<file path="src/rtl/alu_divider_8bit.sv">
// Unsigned restoring divider: one quotient bit per clock, MSB first.
// A zero divisor skips the iteration and reports all-ones quotient with the
// dividend as remainder, flagged by div_by_zero.
module alu_divider_8bit #(
  parameter int unsigned WIDTH = 8
) (
  input  logic             clk,
  input  logic             rst,
  input  logic             start,
  input  logic [WIDTH-1:0] dividend,
  input  logic [WIDTH-1:0] divisor,
  output logic             busy,
  output logic             done,
  output logic [WIDTH-1:0] quotient,
  output logic [WIDTH-1:0] remainder,
  output logic             div_by_zero
);

  localparam int unsigned CntW = $clog2(WIDTH);

  typedef enum logic [1:0] {StIdle, StRun, StDone} state_e;

  state_e           state_q, state_d;
  // Set for the one IDLE cycle after accepting a zero divisor; the zero test is
  // made on the latched divisor, so DONE is entered one edge after acceptance.
  logic             zpend_q, zpend_d;
  logic [WIDTH-1:0] dvd_q, dvd_d;
  logic [WIDTH-1:0] dvs_q, dvs_d;
  logic [WIDTH-1:0] prem_q, prem_d;
  logic [WIDTH-1:0] qacc_q, qacc_d;
  logic [CntW-1:0]  cnt_q, cnt_d;
  logic [WIDTH-1:0] quotient_q, quotient_d;
  logic [WIDTH-1:0] remainder_q, remainder_d;
  logic             dbz_q, dbz_d;

  logic [WIDTH:0]   trial;
  logic [WIDTH+1:0] sum;
  logic             no_borrow;
  logic [WIDTH-1:0] step_rem;
  logic             unused_diff_msb;

  // One restoring step: shift in the next dividend bit, then trial-subtract.
  always_comb begin
    trial     = {prem_q, dvd_q[WIDTH-1]};
    sum       = {1'b0, trial} + {1'b0, ~{1'b0, dvs_q}} + (WIDTH+2)'(1);
    no_borrow = sum[WIDTH+1];
    // On success the difference is below the divisor, so its top bit is zero;
    // on restore the trial value is below the divisor for the same reason.
    step_rem  = no_borrow ? sum[WIDTH-1:0] : trial[WIDTH-1:0];
  end

  assign unused_diff_msb = sum[WIDTH];

  // Next-state and datapath control.
  always_comb begin
    state_d     = state_q;
    zpend_d     = zpend_q;
    dvd_d       = dvd_q;
    dvs_d       = dvs_q;
    prem_d      = prem_q;
    qacc_d      = qacc_q;
    cnt_d       = cnt_q;
    quotient_d  = quotient_q;
    remainder_d = remainder_q;
    dbz_d       = dbz_q;

    unique case (state_q)
      StIdle: begin
        if (zpend_q) begin
          zpend_d     = 1'b0;
          quotient_d  = '1;
          remainder_d = dvd_q;
          dbz_d       = 1'b1;
          state_d     = StDone;
        end else if (start) begin
          dvd_d  = dividend;
          dvs_d  = divisor;
          prem_d = '0;
          qacc_d = '0;
          cnt_d  = '0;
          dbz_d  = 1'b0;
          if (divisor == '0) begin
            zpend_d = 1'b1;
          end else begin
            state_d = StRun;
          end
        end
      end
      StRun: begin
        dvd_d  = {dvd_q[WIDTH-2:0], 1'b0};
        prem_d = step_rem;
        qacc_d = {qacc_q[WIDTH-2:0], no_borrow};
        cnt_d  = cnt_q + CntW'(1);
        if (cnt_q == CntW'(WIDTH - 1)) begin
          quotient_d  = {qacc_q[WIDTH-2:0], no_borrow};
          remainder_d = step_rem;
          state_d     = StDone;
        end
      end
      StDone: begin
        state_d = StIdle;
      end
      default: begin
        state_d = StIdle;
      end
    endcase
  end

  // State and datapath registers with synchronous reset.
  always_ff @(posedge clk) begin
    if (rst) begin
      state_q     <= StIdle;
      zpend_q     <= 1'b0;
      dvd_q       <= '0;
      dvs_q       <= '0;
      prem_q      <= '0;
      qacc_q      <= '0;
      cnt_q       <= '0;
      quotient_q  <= '0;
      remainder_q <= '0;
      dbz_q       <= 1'b0;
    end else begin
      state_q     <= state_d;
      zpend_q     <= zpend_d;
      dvd_q       <= dvd_d;
      dvs_q       <= dvs_d;
      prem_q      <= prem_d;
      qacc_q      <= qacc_d;
      cnt_q       <= cnt_d;
      quotient_q  <= quotient_d;
      remainder_q <= remainder_d;
      dbz_q       <= dbz_d;
    end
  end

  assign busy        = (state_q == StRun);
  assign done        = (state_q == StDone);
  assign quotient    = quotient_q;
  assign remainder   = remainder_q;
  assign div_by_zero = dbz_q;

endmodule

</file>
<file path="config.mk">
export PLATFORM = sky130hd
export DESIGN_NAME = alu_divider_8bit
export DESIGN_NICKNAME = d
export VERILOG_FILES = /design/src/rtl/alu_divider_8bit.sv
export SDC_FILE = /design/constraint.sdc
export NUM_CORES = 1
export LEC_CHECK = 0
export ABC_AREA = 1
export BUFFER_PORTS_ARGS = -buffer_cell sky130_fd_sc_hd__buf_2
export CAP_MARGIN = 0
export CORE_ASPECT_RATIO = 0.9
export CORE_MARGIN = 1.5
export CORE_UTILIZATION = 60
export CTS_BUF_LIST = sky130_fd_sc_hd__clkbuf_16
export CTS_CLUSTER_DIAMETER = 80
export CTS_CLUSTER_SIZE = 8
export DETAILED_ROUTE_END_ITERATION = 10
export PLACE_DENSITY = 0.83
export SYNTH_ARGS = -nofsm -noshare
export SYNTH_HDL_FRONTEND = slang
export SYNTH_SLANG_ARGS = --single-unit
</file>
<file path="constraint.sdc">
create_clock -name clk -period 2.64 [get_ports clk]
set_input_delay 0.264 -clock clk [delete_from_list [all_inputs] [get_ports clk]]
set_output_delay 0.264 -clock clk [all_outputs]
set_load 0.03 [all_outputs]
</file>
==> out/metrics.csv <==
metric,value,unit
Slew Limit Fails,0,
Antenna diodes,0,
WL per Instance,12.4,microns
clk slew on worst S/H paths,0.07,ns
VDD IR max,0.403,mV
drt pass-1 iters,6,
Yosys warning count,0,
# rows,23,
worst-skew pair later-pin latency,0.29,ns
max-cap viol count,0,
mux contribution to synthesized area,0,%
Routed Antenna Nets,0,
clk_skew,0.00467,ns
XOR/XNOR share of the synthesized area,0.917,%
Synth Cell Area,2870,sq um
Fmax achieved,444,MHz
main flop type after synthesis,dfxtp_1,
ys async rst share,0,%
final WL,5910,microns
Final Instance Area,3210,sq um
DIE WIDTH,75.8,microns
critical path endpoint category,output port,
Core Region,4520,sq um
via/cell ratio,5.25,
maximum fanout along the worst path,22,
final setup fails,0,
CP Data Required Time,2.38,ns
Final Critical Period,2.25,ns
GRT Total Usage,25.2,%
Final Power,2.09,mW
largest net degree at the start of global routing,32,
I/O Pins,38,
die area,5200,sq um
TritonCTS Buffers,5,
class of the worst hold path,input port to register,
die height,68.6,microns
Area Growth Syn to Fin,11.9,%
Power Density,652,nW/um^2
Worst Tran Pin Value,0.809,ns
initial antenna violation count,0,
RSZ-0062 raised after global routing,no,
H-Tree Depth,2,
largest family of logic cells by synthesized area,simple AND/OR/NAND/NOR gates,
"Gates resized, CTS repair",0,
Root Driver,clkbuf_16,
worst hold slack,0.226,ns
TNS Setup,0,ns
Rel. slew slack,45.9,%
Clock Path Buffers,2,
LEAKAGE,1.63,nW
Netlist cell types,36,
hold_buf cts,0,
post-synthesis sequential area ratio,37.7,%
CP Launch Type,register,
CTS tree,built,
via count,2504,
DR iter-0 viols,130,
post-synthesis adder-cell area fraction,5.07,%
post-DP HPWL,4090,microns
share of layout cells above drive strength 1,19.3,%
Syn Inst Count,387,
DP Area,3030,sq um
crit share post-route,85.4,%
Syn Nets,417,
CP arrival,1.99,ns
grt ovf,0,
synthesized flop and latch total,54,
global-route wire length before repair,9930,microns
Fin. Hold Viols,0,
CTS Sinks,54,
"EDFF count, synth",0,
Placer Congestion,0.877,
setup bufs post-CTS,0,
Crit Path Class,register to output port,
Residual DRC,0,
Port Buffers,37,
status,"complete, no violations",
Starting Density,63.4,%
fin nets,444,
compound-cell area share of the yosys netlist,17.6,%
syn_area_per_cell,7.40,sq um
R2R setup slack,0.45,ns
post-synthesis simple-gate area fraction,25.6,%
vias in the first global route,2277,
## per-layer routing
| metal | GRT usage, % | wire [microns] |
|---|---|---|
| met1 | 32.0 | 2670 |
| met2 | 43.2 | 2880 |
| met5 | 0 | 0 |
| met4 | 9.15 | 99 |
| met3 | 4.22 | 265 |
## worst paths after layout
kind                            startpoint                  endpoint  cells past startpoint
setup / recovery   state_q[0]$_SDFFE_PP0P_                      busy                      4
hold / removal                  divisor[1]     dvs_q[1]$_SDFFE_PP0P_                      3
setup reg to reg   state_q[1]$_SDFFE_PP0P_    prem_q[5]$_SDFFE_PP0P_                      8
hold reg to reg   quotient[4]$_SDFFE_PP0P_  quotient[4]$_SDFFE_PP0P_                      2
## state kept, by name (all words and copies together), names as in the netlist
name and flops:
dvd_q 8, dvs_q 8, prem_q 8, quotient 8
remainder 8, qacc_q 7, cnt_q 3, state_q 2
div_by_zero 1, zpend_q 1
## cell usage in the layout (no fill, tap or decap), types with 2 or more instances in the layout
cell type  instances
nand2_2            3
nand3b_2           2
a21oi_1           31
buf_2             37
a211oi_1           2
o21ai_1            4
clkbuf_16          5
nor2_1            17
nand2_1           79
dfxtp_1           54
xnor2_1            3
nand3_1           20
nand3_2            7
a31oi_1            2
a211oi_2          10
nor2_4             2
inv_1             67
ha_1              10
buf_4              2
nand4_1            9
inv_2              3
nand3b_1           2
o21ai_0           30
## worst max-delay path, cell delays in order (launching register included)
cell,delay (ns)
dfxtp_1,0.40
nand2_2,0.29
inv_2,0.44
buf_4,0.32
buf_2,0.24
## synthesized netlist by cell type (3+ instances only)
| cell | instances | area (sq um) |
|---|---|---|
| nand2_1 | 79 | 297 |
| inv_1 | 67 | 251 |
| dfxtp_1 | 54 | 1080 |
| a21oi_1 | 31 | 155 |
| o21ai_0 | 30 | 150 |
| nand3_1 | 20 | 100 |
| nor2_1 | 17 | 63.8 |
| a211oi_2 | 10 | 125 |
| buf_2 | 10 | 50.1 |
| ha_1 | 10 | 125 |
| nand4_1 | 9 | 56.3 |
| nand3_2 | 7 | 70.1 |
| o21ai_1 | 4 | 20.0 |
| buf_4 | 3 | 22.5 |
| clkbuf_1 | 3 | 11.3 |
| inv_2 | 3 | 11.3 |
| nand2_2 | 3 | 18.8 |
| xnor2_1 | 3 | 26.3 |
## report_power, final
part	leakage, nW	switching (mW)	total [mW]	internal (mW)
Combinational	1.11	0.301	0.455	0.153
Clock	0.0819	0.307	0.761	0.454
Sequential	0.440	0.0224	0.876	0.854
Total	1.63	0.631	2.09	1.46
## metrics by stage
| stage | setup WS [ns] | utilization, % | instances |
|---|---|---|---|
| 2_1_floorplan | 1.05 | - | 387 |
| 3_3_place_gp | 0.569 | 67.1 | 469 |
| 3_5_place_dp | 0.491 | 67.1 | 469 |
| 4_1_cts | 0.393 | 71.0 | 477 |
| 5_1_grt | 0.216 | 71.0 | 477 |
| 6_report | 0.386 | 71.0 | 477 |
## kinds of logic (layout without fill, tap and decap cells)
logic type / after synthesis / count (layout)
and+or+nand+nor: 148 / 148
AOI/OAI and AO/OA: 81 / 81
xor gates and xnor gates: 3 / 3
DFF: 54 / 54
buffers and inverters: 90 / 118
adders and majority gates: 11 / 11
## cell type report
type                    count  area [sq um]
well taps                  62          77.6
multi-input cells         243          1410
clock inverters             3          48.8
repair buffers             39           200
flip-flops and latches     54          1080
clock buffers               5           125
fillers                   364          1310
inverters                  71           267
Note: power is estimated with default switching activity, not from simulation.
